===== config.mk =====
export PLATFORM = sky130hd
export DESIGN_NAME = rob_complete_arbiter
export DESIGN_NICKNAME = d
export VERILOG_FILES = /design/src/rtl/rob_complete_arbiter.sv
export SDC_FILE = /design/constraint.sdc
export NUM_CORES = 1
export LEC_CHECK = 0
export ABC_AREA = 1
export CORE_MARGIN = 8
export CORE_UTILIZATION = 35
export DETAILED_ROUTE_END_ITERATION = 8
export PLACE_DENSITY = 0.65
export SYNTH_ARGS = -nofsm -noshare
export SYNTH_HDL_FRONTEND = slang
export SYNTH_SLANG_ARGS = --single-unit

===== constraint.sdc =====
create_clock -name clk_i -period 3 [get_ports clk_i]
set_input_delay 0.6 -clock clk_i [delete_from_list [all_inputs] [get_ports clk_i]]
set_output_delay 0.6 -clock clk_i [all_outputs]
set_load 0.01 [all_outputs]

===== src/rtl/rob_complete_arbiter.sv =====
// ROB completion-port arbiter: one holding buffer per unit, round-robin grant (oldest-first with ROB_ARB_OLDEST_FIRST_EN).
// Latency: request accepted at edge N is presented on complete_* in cycle N+1; no bypass path.
// Backpressure: req_ready_o high while the buffer is empty or being granted this cycle; all low during flush.

package params_pkg;
    localparam int ROB_ENTRIES     = 16;
    localparam int ROB_ENTRY_WIDTH = 4;
    localparam int DATA_WIDTH      = 32;
    localparam int ADDR_WIDTH      = 32;

    typedef enum logic [3:0] {
        EXC_INSTR_MISALIGNED   = 4'd0,
        EXC_INSTR_ACCESS_FAULT = 4'd1,
        EXC_ILLEGAL_INSTR      = 4'd2,
        EXC_BREAKPOINT         = 4'd3,
        EXC_LOAD_MISALIGNED    = 4'd4,
        EXC_LOAD_ACCESS_FAULT  = 4'd5,
        EXC_STORE_MISALIGNED   = 4'd6,
        EXC_STORE_ACCESS_FAULT = 4'd7,
        EXC_ECALL_U            = 4'd8,
        EXC_ECALL_S            = 4'd9,
        EXC_ECALL_M            = 4'd11,
        EXC_INSTR_PAGE_FAULT   = 4'd12,
        EXC_LOAD_PAGE_FAULT    = 4'd13,
        EXC_STORE_PAGE_FAULT   = 4'd15
    } excpt_cause_t;
endpackage

module rob_complete_arbiter #(
    parameter int NUM_REQ         = 3,
    parameter int ROB_ENTRIES     = params_pkg::ROB_ENTRIES,
    parameter int ROB_ENTRY_WIDTH = params_pkg::ROB_ENTRY_WIDTH,
    parameter int DATA_WIDTH      = params_pkg::DATA_WIDTH,
    parameter int ADDR_WIDTH      = params_pkg::ADDR_WIDTH
) (
    input  logic                                        clk_i,
    input  logic                                        rst_i,
    input  logic                                        flush_i,
    input  logic [ROB_ENTRY_WIDTH-1:0]                  rob_head_i,
    input  logic [NUM_REQ-1:0]                          req_valid_i,
    output logic [NUM_REQ-1:0]                          req_ready_o,
    input  logic [NUM_REQ-1:0][ROB_ENTRY_WIDTH-1:0]     req_idx_i,
    input  logic [NUM_REQ-1:0][DATA_WIDTH-1:0]          req_data_i,
    input  logic [NUM_REQ-1:0]                          req_excp_valid_i,
    input  params_pkg::excpt_cause_t [NUM_REQ-1:0]      req_excp_cause_i,
    input  logic [NUM_REQ-1:0][ADDR_WIDTH-1:0]          req_excp_tval_i,
    output logic                                        complete_valid_o,
    output logic [ROB_ENTRY_WIDTH-1:0]                  complete_idx_o,
    output logic [DATA_WIDTH-1:0]                       complete_data_o,
    output logic                                        complete_excp_valid_o,
    output params_pkg::excpt_cause_t                    complete_excp_cause_o,
    output logic [ADDR_WIDTH-1:0]                       complete_excp_tval_o,
    output logic [NUM_REQ-1:0]                          grant_o
);

    localparam int PTR_W = $clog2(NUM_REQ);

    typedef struct packed {
        logic [ROB_ENTRY_WIDTH-1:0] idx;
        logic [DATA_WIDTH-1:0]      data;
        logic                       excp;
        params_pkg::excpt_cause_t   cause;
        logic [ADDR_WIDTH-1:0]      tval;
    } entry_t;

    entry_t [NUM_REQ-1:0] buf_q;
    logic   [NUM_REQ-1:0] occ_q;
    logic   [PTR_W-1:0]   rr_ptr_q;

    logic                 any_occ;
    logic                 grant_vld;
    logic   [PTR_W-1:0]   grant_idx;
    logic   [PTR_W-1:0]   slot;
    entry_t               win;

    function automatic logic [PTR_W-1:0] rr_slot(input logic [PTR_W-1:0] p, input int i);
        int k;
        k = int'(p) + i;
        if (k >= NUM_REQ) k = k - NUM_REQ;
        return PTR_W'(k);
    endfunction

`ifdef ROB_ARB_OLDEST_FIRST_EN
    localparam logic [ROB_ENTRY_WIDTH-1:0] AGE_MASK = ROB_ENTRY_WIDTH'(ROB_ENTRIES - 1);
    logic [ROB_ENTRY_WIDTH-1:0] age;
    logic [ROB_ENTRY_WIDTH-1:0] best_age;
`else
    logic unused_head;
    assign unused_head = ^{rob_head_i, ROB_ENTRIES[0]};
`endif

    // Scan in RR order from the pointer; strict compare keeps RR order as the age tie-break.
    always_comb begin
        any_occ   = 1'b0;
        grant_idx = '0;
        slot      = '0;
`ifdef ROB_ARB_OLDEST_FIRST_EN
        age       = '0;
        best_age  = '0;
`endif
        for (int i = 0; i < NUM_REQ; i++) begin
            slot = rr_slot(rr_ptr_q, i);
`ifdef ROB_ARB_OLDEST_FIRST_EN
            age = (buf_q[slot].idx - rob_head_i) & AGE_MASK;
            if (occ_q[slot] && (!any_occ || age < best_age)) begin
                any_occ   = 1'b1;
                grant_idx = slot;
                best_age  = age;
            end
`else
            if (occ_q[slot] && !any_occ) begin
                any_occ   = 1'b1;
                grant_idx = slot;
            end
`endif
        end
    end

    assign grant_vld = any_occ && !flush_i;

    always_comb begin
        grant_o = '0;
        if (grant_vld) grant_o[grant_idx] = 1'b1;
    end

    assign win                   = grant_vld ? buf_q[grant_idx] : '0;
    assign complete_valid_o      = grant_vld;
    assign complete_idx_o        = win.idx;
    assign complete_data_o       = win.data;
    assign complete_excp_valid_o = win.excp;
    assign complete_excp_cause_o = win.cause;
    assign complete_excp_tval_o  = win.tval;

    assign req_ready_o = flush_i ? '0 : (~occ_q | grant_o);

    always_ff @(posedge clk_i or negedge rst_i) begin
        if (!rst_i) begin
            occ_q    <= '0;
            buf_q    <= '0;
            rr_ptr_q <= '0;
        end else if (flush_i) begin
            occ_q    <= '0;
        end else begin
            for (int k = 0; k < NUM_REQ; k++) begin
                if (req_valid_i[k] && req_ready_o[k]) begin
                    occ_q[k] <= 1'b1;
                    buf_q[k] <= '{idx:   req_idx_i[k],
                                  data:  req_data_i[k],
                                  excp:  req_excp_valid_i[k],
                                  cause: req_excp_cause_i[k],
                                  tval:  req_excp_tval_i[k]};
                end else if (grant_o[k]) begin
                    occ_q[k] <= 1'b0;
                end
            end
            if (grant_vld)
                rr_ptr_q <= (grant_idx == PTR_W'(NUM_REQ - 1)) ? '0 : grant_idx + PTR_W'(1);
        end
    end

`ifndef SYNTHESIS
    logic dup_idx;
    always_comb begin
        dup_idx = 1'b0;
        for (int i = 0; i < NUM_REQ; i++)
            for (int j = i + 1; j < NUM_REQ; j++)
                if (occ_q[i] && occ_q[j] && buf_q[i].idx == buf_q[j].idx) dup_idx = 1'b1;
    end

    a_no_dup_idx: assert property (@(posedge clk_i) disable iff (!rst_i) !dup_idx)
        else $error("two requesters hold the same ROB index");
`endif

endmodule


==> results of run 1 <==
## what timing repair did
| item | in CTS | in global routing |
|---|---|---|
| hold buffers | 1 | 0 |
| gates resized for setup | 426 | 186 |
| hold endpoints to repair | 31 | 0 |
| pin swaps | 24 | 35 |
| gates cloned | 3 | 7 |
| setup endpoints to repair | 80 | 119 |
| buffers inserted | 28 | 15 |
## stage by stage
stage / setup slack (ns) / instances / hold slack [ns] / TNS [ns] / utilization [%]
6_report: -0.536 / 2127 / 0.470 / -35.99 / 56.0
5_1_grt: -0.651 / 2126 / 0.485 / -45.58 / 56.0
4_1_cts: -0.462 / 2107 / 0.473 / -28.57 / 52.5
3_5_place_dp: -0.437 / 2027 / 0.458 / -32.16 / 48.1
3_3_place_gp: -0.377 / 2027 / 0.454 / -24.78 / 48.1
2_1_floorplan: 0.269 / 1364 / 0.304 / 0 / -
## where the power goes
group / switching, W / total [W] / leakage, nW / internal, W
logic: 0.00584 / 0.0111 / 5.03 / 0.00521
clock network: 0.00133 / 0.00359 / 0.482 / 0.00225
registers: 0.000651 / 0.00467 / 2.78 / 0.00402
## flip-flops by register name, summed over array words and instances, names as in the netlist
register / cells
buf_q: 219
occ_q: 3
rr_ptr_q: 2
## worst max-delay path: cells and delay by family (launching register included)
family                   cells  cell delay [ns]
adder cells (fa/ha/maj)      1             0.19
flip-flops                   1             0.44
AO/OA/AOI/OAI                2             0.28
AND/OR/NAND/NOR              7             0.67
buffers and inverters        6             0.79
## worst paths after layout
kind,end,slack (ns),cells past startpoint
setup / recovery,complete_excp_valid_o,-0.54,16
hold / removal,buf_q[98]$_DFFE_PN0P_,0.47,2
setup reg to reg,buf_q[157]$_DFFE_PN0P_,0.16,15
hold reg to reg,buf_q[98]$_DFFE_PN0P_,0.47,2
max in group asynchronous,buf_q[120]$_DFFE_PN0P_,1.74,3
min in group asynchronous,buf_q[150]$_DFFE_PN0P_,0.55,2
## Yosys cell counts, drive strengths merged, types with 3 or more instances
cell,instances
nand2,664
inv,16
nand4,150
nand3,126
a31oi,44
o21ai,4
ha,3
a21oi,6
clkbuf,48
buf,67
nor2,5
dfrtp,224
## area by class of cell
cell class | count | area (um^2)
diodes | 1 | 2.50
clock buffers | 34 | 742
inverters | 17 | 88.8
clock inverters | 14 | 224
flip-flops and latches | 224 | 5610
fillers | 2767 | 13400
repair buffers | 433 | 4520
multi-input cells | 1008 | 5350
well taps | 396 | 495
## cell usage in the layout (no fill, tap or decap), types with 34 or more instances in the layout
cell / n
nand2_1: 589
dfrtp_1: 223
clkdlybuf4s50_1: 220
nand4_1: 150
nand3_1: 107
buf_6: 66
buf_4: 66
nand2_2: 46
buf_2: 36
clkbuf_16: 34
## per-layer routing
metal | GRT usage [%] | vias to the layer above | routed length [um]
li1 | - | 5256 | -
met1 | 30.7 | 5539 | 19000
met2 | 38.3 | 564 | 21700
met3 | 5.69 | 106 | 4080
met4 | 7.58 | 2 | 1480
met5 | 0 | - | 15
## kinds of logic (layout without fill, tap and decap cells)
group                      count (synthesis)  count (layout)
adders and majority gates                  3               3
other                                      0               1
DFF                                      224             224
buffers and inverters                    132             498
and+or+nand+nor                          947             947
AOI/OAI and AO/OA                         58              58
==> flow_summary.json, run 1 <==
{
  "end_kind": "output pin",
  "routed_wl_um": 46300,
  "synth_ff_type": "dfrtp_1",
  "synthArstFlopShare_pct": 100,
  "ir_worst_vdd_v": 0.000686,
  "fp.dieArea_um2": 36600,
  "status": "finished, violations left",
  "synth_xor_area_share_pct": 0,
  "rsz0062_at_grt": "yes",
  "min_path_type": "reg2reg",
  "route.detailed.drc": 0,
  "yosysWarnings": 0,
  "syn_nets": 1596,
  "grt_usage_pct": 23.6,
  "synth.mux.area_fraction_pct": 0,
  "startpoint": "rr_ptr_q[1]$_DFFE_PN0P_",
  "yosys.area_share.simple_pct": 38.3,
  "via_per_inst": 5.39,
  "yosys-top-cells-area": "dfrtp_1, nand2_1, nand4_1",
  "grt_max_degree": 79,
  "hpwl_um": 28700,
  "cp_slowest_cell": "dfrtp_2",
  "drive_above_1_share_pct": 23.0,
  "rows": 64,
  "syn-instance-count": 1364,
  "grt_pass1_wl_um": 67600,
  "drt_pass1_iterations": 8,
  "gr-total-overflow": 0,
  "relSlewSlack_pct": 33.7,
  "clockBufferDepth": 3,
  "dr.first_iter.drc_count": 902,
  "hold_viol": 0,
  "synth_top_family_by_area": "simple AND/OR/NAND/NOR gates",
  "die_h_um": 191,
  "via_count": 11467,
  "fin_crit_sh_pct": 118,
  "failed_checks": "negative setup slack",
  "clock_skew_ns": 0.00825,
  "min-delay-start": "buf_q[98]$_DFFE_PN0P_",
  "synth_area_per_cell_um2": 7.89,
  "crit_fanout": 7,
  "cp_data_arrival_time_ns": 2.94,
  "required_ns": 2.40,
  "dpl_cell_area_um2": 14700,
  "drv_slew": 0,
  "first_global_vias": 11700,
  "h-tree-depth": 1,
  "critPathLaunchType": "flop",
  "fmax_mhz": 283,
  "antenna_found_initial": 1,
  "core_um2": 30400,
  "cp_slowest_stage_delay_ns": 0.44,
  "power.total_w": 0.0193,
  "ant_nets": 0,
  "start_util_pct": 35.4,
  "synth_top_area_cell": "dfrtp_1",
  "maxCapViolations": 0,
  "routabilityCongestion": 0.870,
  "p_per_area_nw_per_um2": 1130,
  "finish.net_count": 1942,
  "area_growth_syn_to_layout_pct": 58.2,
  "cts_buffers": 26,
  "finalInstanceArea_um2": 17000,
  "worstPathCellList": "inv_2, ha_4, inv_6, nand2_2, nand3_2, nand2_4, nand2_1, o21ai_2, nand2_2, buf_4, nor2_4, buf_12, buf_12, nand2_1, a31oi_1, buf_2",
  "synth.top_cell.area_share_pct": 52.1,
  "fin_ws_ns": -0.536,
  "synth_area_um2": 10800,
  "leakage_nw": 8.29,
  "tightest_slew_ns": 0.995,
  "cts.clk_slew.worst_paths_ns": 0.06,
  "clock-sinks": 224,
  "ys_ff_latch": 224,
  "seq_area_frac_synth_pct": 52.1,
  "worstReg2RegStart": "rr_ptr_q[1]$_DFFE_PN0P_",
  "synthAdderAreaFrac_pct": 0.349,
  "fp.dieW_um": 191,
  "place.port_buffers": 304,
  "cts_tree": "done",
  "synth_compound_area_share_pct": 3.37,
  "clk_latency_ns": 0.53,
  "num_io_pins": 309,
  "wl_per_cell_um": 21.8,
  "fin_crit_ns": 3.54,
  "synth_cell_type_count": 26,
  "setup_viol": 80,
  "cts_root_buf": "clkbuf_16",
  "synth_edf_count": 0,
  "setup.worst_path.class": "reg2out"
}
Power figures use the tool's default switching activity.
==> run 2: changes to the inputs <==
- CORE_MARGIN: 8 -> default
==> flow_summary.json, run 2 (same netlist as run 1, synthesis figures left out) <==
{
  "crit_fanout": 6,
  "grt_usage_pct": 27.0,
  "fp.dieW_um": 177,
  "ctsHoldBuffers": 0,
  "post-place-ws_ns": -0.391,
  "failed_checks": "negative setup slack",
  "cts.clk_slew.worst_paths_ns": 0.06,
  "ant_nets": 0,
  "num_antenna_cells": 0,
  "top_usage_layer": "met2",
  "cts_root_buf": "clkbuf_16",
  "drive_above_1_share_pct": 22.2,
  "via_count": 11352,
  "dpl_cell_area_um2": 14600,
  "first_global_vias": 11378,
  "switching_share_pct": 40.4,
  "clock-sinks": 224,
  "postLayoutCoreUtil_pct": 55.4,
  "fp.dieArea_um2": 31500,
  "clk_latency_ns": 0.54,
  "start_util_pct": 35.9,
  "dr.first_iter.drc_count": 860,
  "clockBufferDepth": 3,
  "cts_tree": "done",
  "hold_viol": 0,
  "wl_per_cell_um": 20.6,
  "grt_use_met3_pct": 5.27,
  "core_um2": 30000,
  "ir_worst_vdd_v": 0.000633,
  "grt_pass1_wl_um": 65500,
  "largest_reg_flops": 219,
  "via_per_inst": 5.36,
  "required_ns": 2.40,
  "fin_crit_sh_pct": 119,
  "critPathLaunchType": "flop",
  "route.detailed.drc": 0,
  "hpwl_um": 26500,
  "setup.worst_path.class": "reg2out",
  "top_regs": "buf_q x219, occ_q x3, rr_ptr_q x2",
  "rsz0062_at_grt": "yes",
  "h-tree-depth": 1,
  "p_per_area_nw_per_um2": 1100,
  "fin_crit_ns": 3.56,
  "status": "finished, violations left",
  "gr-total-overflow": 0,
  "grt_max_degree": 89,
  "final_cell_mix": "nand2_1, dfrtp_1, clkdlybuf4s50_1",
  "internal_power_w": 0.0109,
  "p_seq_share_pct": 25.4,
  "drt_pass1_iterations": 4,
  "min_path_type": "in2async",
  "finish.net_count": 1940,
  "area_growth_syn_to_layout_pct": 54.2,
  "fmax_mhz": 281,
  "die_h_um": 177,
  "end_kind": "output pin",
  "cp_data_arrival_time_ns": 2.96,
  "tightest_slew_ns": 0.936,
  "place.port_buffers": 304,
  "clock_skew_ns": 0.00980,
  "routed_wl_um": 43500,
  "relSlewSlack_pct": 37.6,
  "fillCellCount": 2734,
  "use_met1_pct": 35.5,
  "tns_ns": -36.43,
  "routabilityCongestion": 0.866,
  "drv_slew": 0,
  "regMostFlops": "buf_q",
  "rows": 63,
  "maxCapViolations": 0,
  "finalInstanceArea_um2": 16600,
  "cts_buffers": 26,
  "power_frac_comb_pct": 55.9,
  "leakage_nw": 8.17,
  "setup_viol": 80,
  "p_switching_w": 0.00737,
  "fin_ws_ns": -0.564,
  "final_common_cell": "nand2_1",
  "clockPowerShare_pct": 18.7,
  "grtUsageMet2_pct": 45.6,
  "antenna_found_initial": 0,
  "num_io_pins": 309
}
run 2: power by group through the flow:
stage               Clock, W  Sequential [W]  Combinational [W]
finish               0.00340         0.00462             0.0102
global route         0.00358         0.00474             0.0109
CTS                  0.00346         0.00458            0.00957
detailed placement         0         0.00458            0.00768
global placement           0         0.00455            0.00761
floorplan                  0         0.00445            0.00369
run 2: final timing paths:
kind                                         startpoint                endpoint  slack, ns  depth (start not counted)
worst max-delay path            rr_ptr_q[0]$_DFFE_PN0P_      complete_data_o[8]      -0.56                         15
worst min-delay path                              rst_i   buf_q[77]$_DFFE_PN0P_       0.07                          1
worst max register to register  rr_ptr_q[1]$_DFFE_PN0P_  buf_q[141]$_DFFE_PN0P_       0.08                         18
worst min register to register    buf_q[19]$_DFFE_PN0P_   buf_q[19]$_DFFE_PN0P_       0.47                          2
max in group asynchronous                         rst_i   buf_q[60]$_DFFE_PN0P_       2.20                          2
min in group clk_i                buf_q[19]$_DFFE_PN0P_   buf_q[19]$_DFFE_PN0P_       0.47                          2
run 2: area by class of cell:
cell class	instances	area [um^2]	area share, %
inverters	17	83.8	0.505
flip-flops and latches	224	5610	33.8
clock buffers	34	751	4.52
clock inverters	12	171	1.03
multi-input cells	1008	5130	30.9
well taps	390	488	2.94
repair buffers	431	4380	26.4
run 2: layer usage:
metal,vias to the layer above,wire [um],part of all wire [%]
li1,5248,-,-
met1,5529,18100,42
met2,501,20900,48
met3,74,3630,8.3
met4,0,898,2.1
met5,-,0,0
run 2: repair_timing:
action / CTS / global route
setup buffers: 31 / 14
pin swaps: 35 / 19
cloned: 5 / 2
gates resized for setup: 477 / 67
setup endpoints to repair: 84 / 200
hold endpoints to repair: 0 / 0
run 2: critical path, stage by stage (launching register included):
cell      delay, ns
dfrtp_1        0.41
buf_6          0.13
ha_4           0.18
nand2_1        0.14
nand3_2        0.11
nand2_4        0.13
buf_4          0.15
nand4_1        0.17
nand2_2        0.14
nand2_4        0.09
clkinv_8       0.10
buf_12         0.12
buf_16         0.13
nand2_1        0.05
a31oi_1        0.18
buf_2          0.18
run 2: stage by stage:
| step | std cells | power [W] | hold WS [ns] |
|---|---|---|---|
| 2_1_floorplan | 1364 | 0.00815 | 0.304 |
| 3_3_place_gp | 2021 | 0.0122 | 0.453 |
| 3_5_place_dp | 2021 | 0.0123 | 0.458 |
| 4_1_cts | 2102 | 0.0176 | 0.0989 |
| 5_1_grt | 2116 | 0.0192 | 0.123 |
| 6_report | 2116 | 0.0182 | 0.0656 |
==> run 3: changes to the inputs <==
- CORE_UTILIZATION: 35 -> 45
- PLACE_DENSITY: 0.65 -> 0.79
==> flow_summary.json, run 3 (same netlist as run 1, synthesis figures left out) <==
{
  "status": "finished, violations left",
  "failed_checks": "negative setup slack",
  "clk_latency_ns": 0.52,
  "fin_crit_sh_pct": 115,
  "finish.net_count": 1937,
  "cp_data_arrival_time_ns": 2.84,
  "fin_crit_ns": 3.44,
  "top_regs": "buf_q x219, occ_q x3, rr_ptr_q x2",
  "fp.dieW_um": 157,
  "postLayoutCoreUtil_pct": 71.0,
  "ir_worst_vdd_v": 0.000777,
  "worstReg2RegStart": "rr_ptr_q[1]$_DFFE_PN0P_",
  "rrSetupSlack_ns": 0.08,
  "cts_root_buf": "clkbuf_16",
  "fillCellCount": 1739,
  "drive_above_1_share_pct": 22.8,
  "largest_reg_flops": 219,
  "crit_fanout": 6,
  "final_common_cell": "nand2_1",
  "register_area_um2": 5610,
  "fin_ws_ns": -0.436,
  "fp.dieArea_um2": 24600,
  "maxCapViolations": 0,
  "whs_ns": 0.0480,
  "timing.rr.end": "buf_q[186]$_DFFE_PN0P_",
  "dr.first_iter.drc_count": 1134,
  "end_kind": "output pin",
  "hold_viol": 0,
  "num_io_pins": 309,
  "clockBufferDepth": 3,
  "rows": 56,
  "p_per_area_nw_per_um2": 1100,
  "cts.clk_slew.worst_paths_ns": 0.06,
  "power.total_w": 0.0183,
  "grt_pass1_wl_um": 62400,
  "hpwl_um": 24600,
  "multiInputGateArea_um2": 5360,
  "fmax_mhz": 291,
  "routabilityCongestion": 0.910,
  "via_count": 11756,
  "routed_wl_um": 42800,
  "route.detailed.drc": 0,
  "required_ns": 2.40,
  "rsz0062_at_grt": "yes",
  "cts_buffers": 25,
  "tightest_slew_ns": 1.05,
  "critPathLaunchType": "flop",
  "final_cell_mix": "nand2_1, dfrtp_1, clkdlybuf4s50_1",
  "min_path_type": "in2async",
  "h-tree-depth": 1,
  "drt_pass1_iterations": 6,
  "setup_viol": 80,
  "core_um2": 23500,
  "regMostFlops": "buf_q",
  "leakage_nw": 8.16,
  "startpoint": "rr_ptr_q[1]$_DFFE_PN0P_",
  "first_global_vias": 11530,
  "antenna_found_initial": 4,
  "place.port_buffers": 304,
  "grt_usage_pct": 33.2,
  "area_growth_syn_to_layout_pct": 54.7,
  "relSlewSlack_pct": 29.8,
  "setup.worst_path.class": "reg2out",
  "drv_slew": 0,
  "gr-total-overflow": 0,
  "wl_per_cell_um": 20.9,
  "grt_max_degree": 88,
  "via_per_inst": 5.75,
  "finalInstanceArea_um2": 16700,
  "clock_skew_ns": 0.0112,
  "ant_nets": 0,
  "start_util_pct": 45.9,
  "ctsHoldBuffers": 0,
  "die_h_um": 157,
  "cts_tree": "done",
  "clock-sinks": 224,
  "dpl_cell_area_um2": 14400,
  "post-place-ws_ns": -0.450,
  "r2r_cells": 14
}
## run 3: changes by cell type in the layout (fill, tap and decap cells not counted), moves of 3 or more
cell       previous run  this run
buf_6                50        64
nand3_1              92        96
clkbuf_1              1         8
nand3_2              30        24
a31oi_4               3        10
nand2_1             605       594
clkinv_2              7         4
buf_2                53        43
nand2_8               0         3
buf_12               30        23
nand2_4              16        25
a31oi_1              34        27
bufinv_16             4         1
## run 3: final cells by class
type / count / share of cell area, %
Timing Repair Buffer: 429 / 26.4
Antenna cell: 2 / 0.0300
Tap cell: 319 / 2.40
Sequential cell: 224 / 33.6
Multi-Input combinational cell: 1008 / 32.2
Inverter: 17 / 0.578
Clock buffer: 38 / 4.35
Clock inverter: 7 / 0.406
## run 3: metal layers
layer | track usage, % | routed length, um
met5 | 0 | 27
met4 | 15.7 | 1820
met1 | 41.6 | 15700
met3 | 8.09 | 4440
met2 | 54.0 | 20800
## run 3: power breakdown
part	internal (W)	switching, W	leakage (nW)
logic	0.00491	0.00577	4.99
clock network	0.00175	0.00124	0.392
registers	0.00402	0.000654	2.78
total	0.0107	0.00767	8.16
## run 3: what timing repair did
item                                    in CTS  in global routing
cloned                                       7                  5
pin swaps                                   29                 54
gates resized for setup                    436                179
setup buffers                               31                 17
endpoints found under the setup margin      80                141
## run 3: worst max-delay path by stage
| stage | endpoint |
|---|---|
| floorplan | complete_excp_tval_o[14] |
| global placement | complete_data_o[14] |
| detailed placement | complete_data_o[14] |
| CTS | complete_excp_tval_o[23] |
| global route | complete_excp_tval_o[11] |
| finish | complete_excp_tval_o[11] |
## run 3: worst max-delay path, stage by stage (launching register included)
cell	delay, ns
dfrtp_1	0.43
ha_4	0.29
nand2_1	0.14
nand2_4	0.07
a21oi_4	0.18
nand4_1	0.18
nand2_4	0.17
buf_12	0.13
nand2_8	0.07
clkinv_8	0.08
buf_12	0.13
buf_8	0.12
nand2_1	0.07
nand3_1	0.10
buf_2	0.13
## run 3: per-stage QoR
| step | cells | setup TNS (ns) |
|---|---|---|
| after floorplan | 1364 | 0 |
| after global placement | 1947 | -20.24 |
| after detailed placement | 1947 | -22.53 |
| after CTS | 2027 | -23.01 |
| after global routing | 2043 | -36.18 |
| final | 2044 | -26.26 |
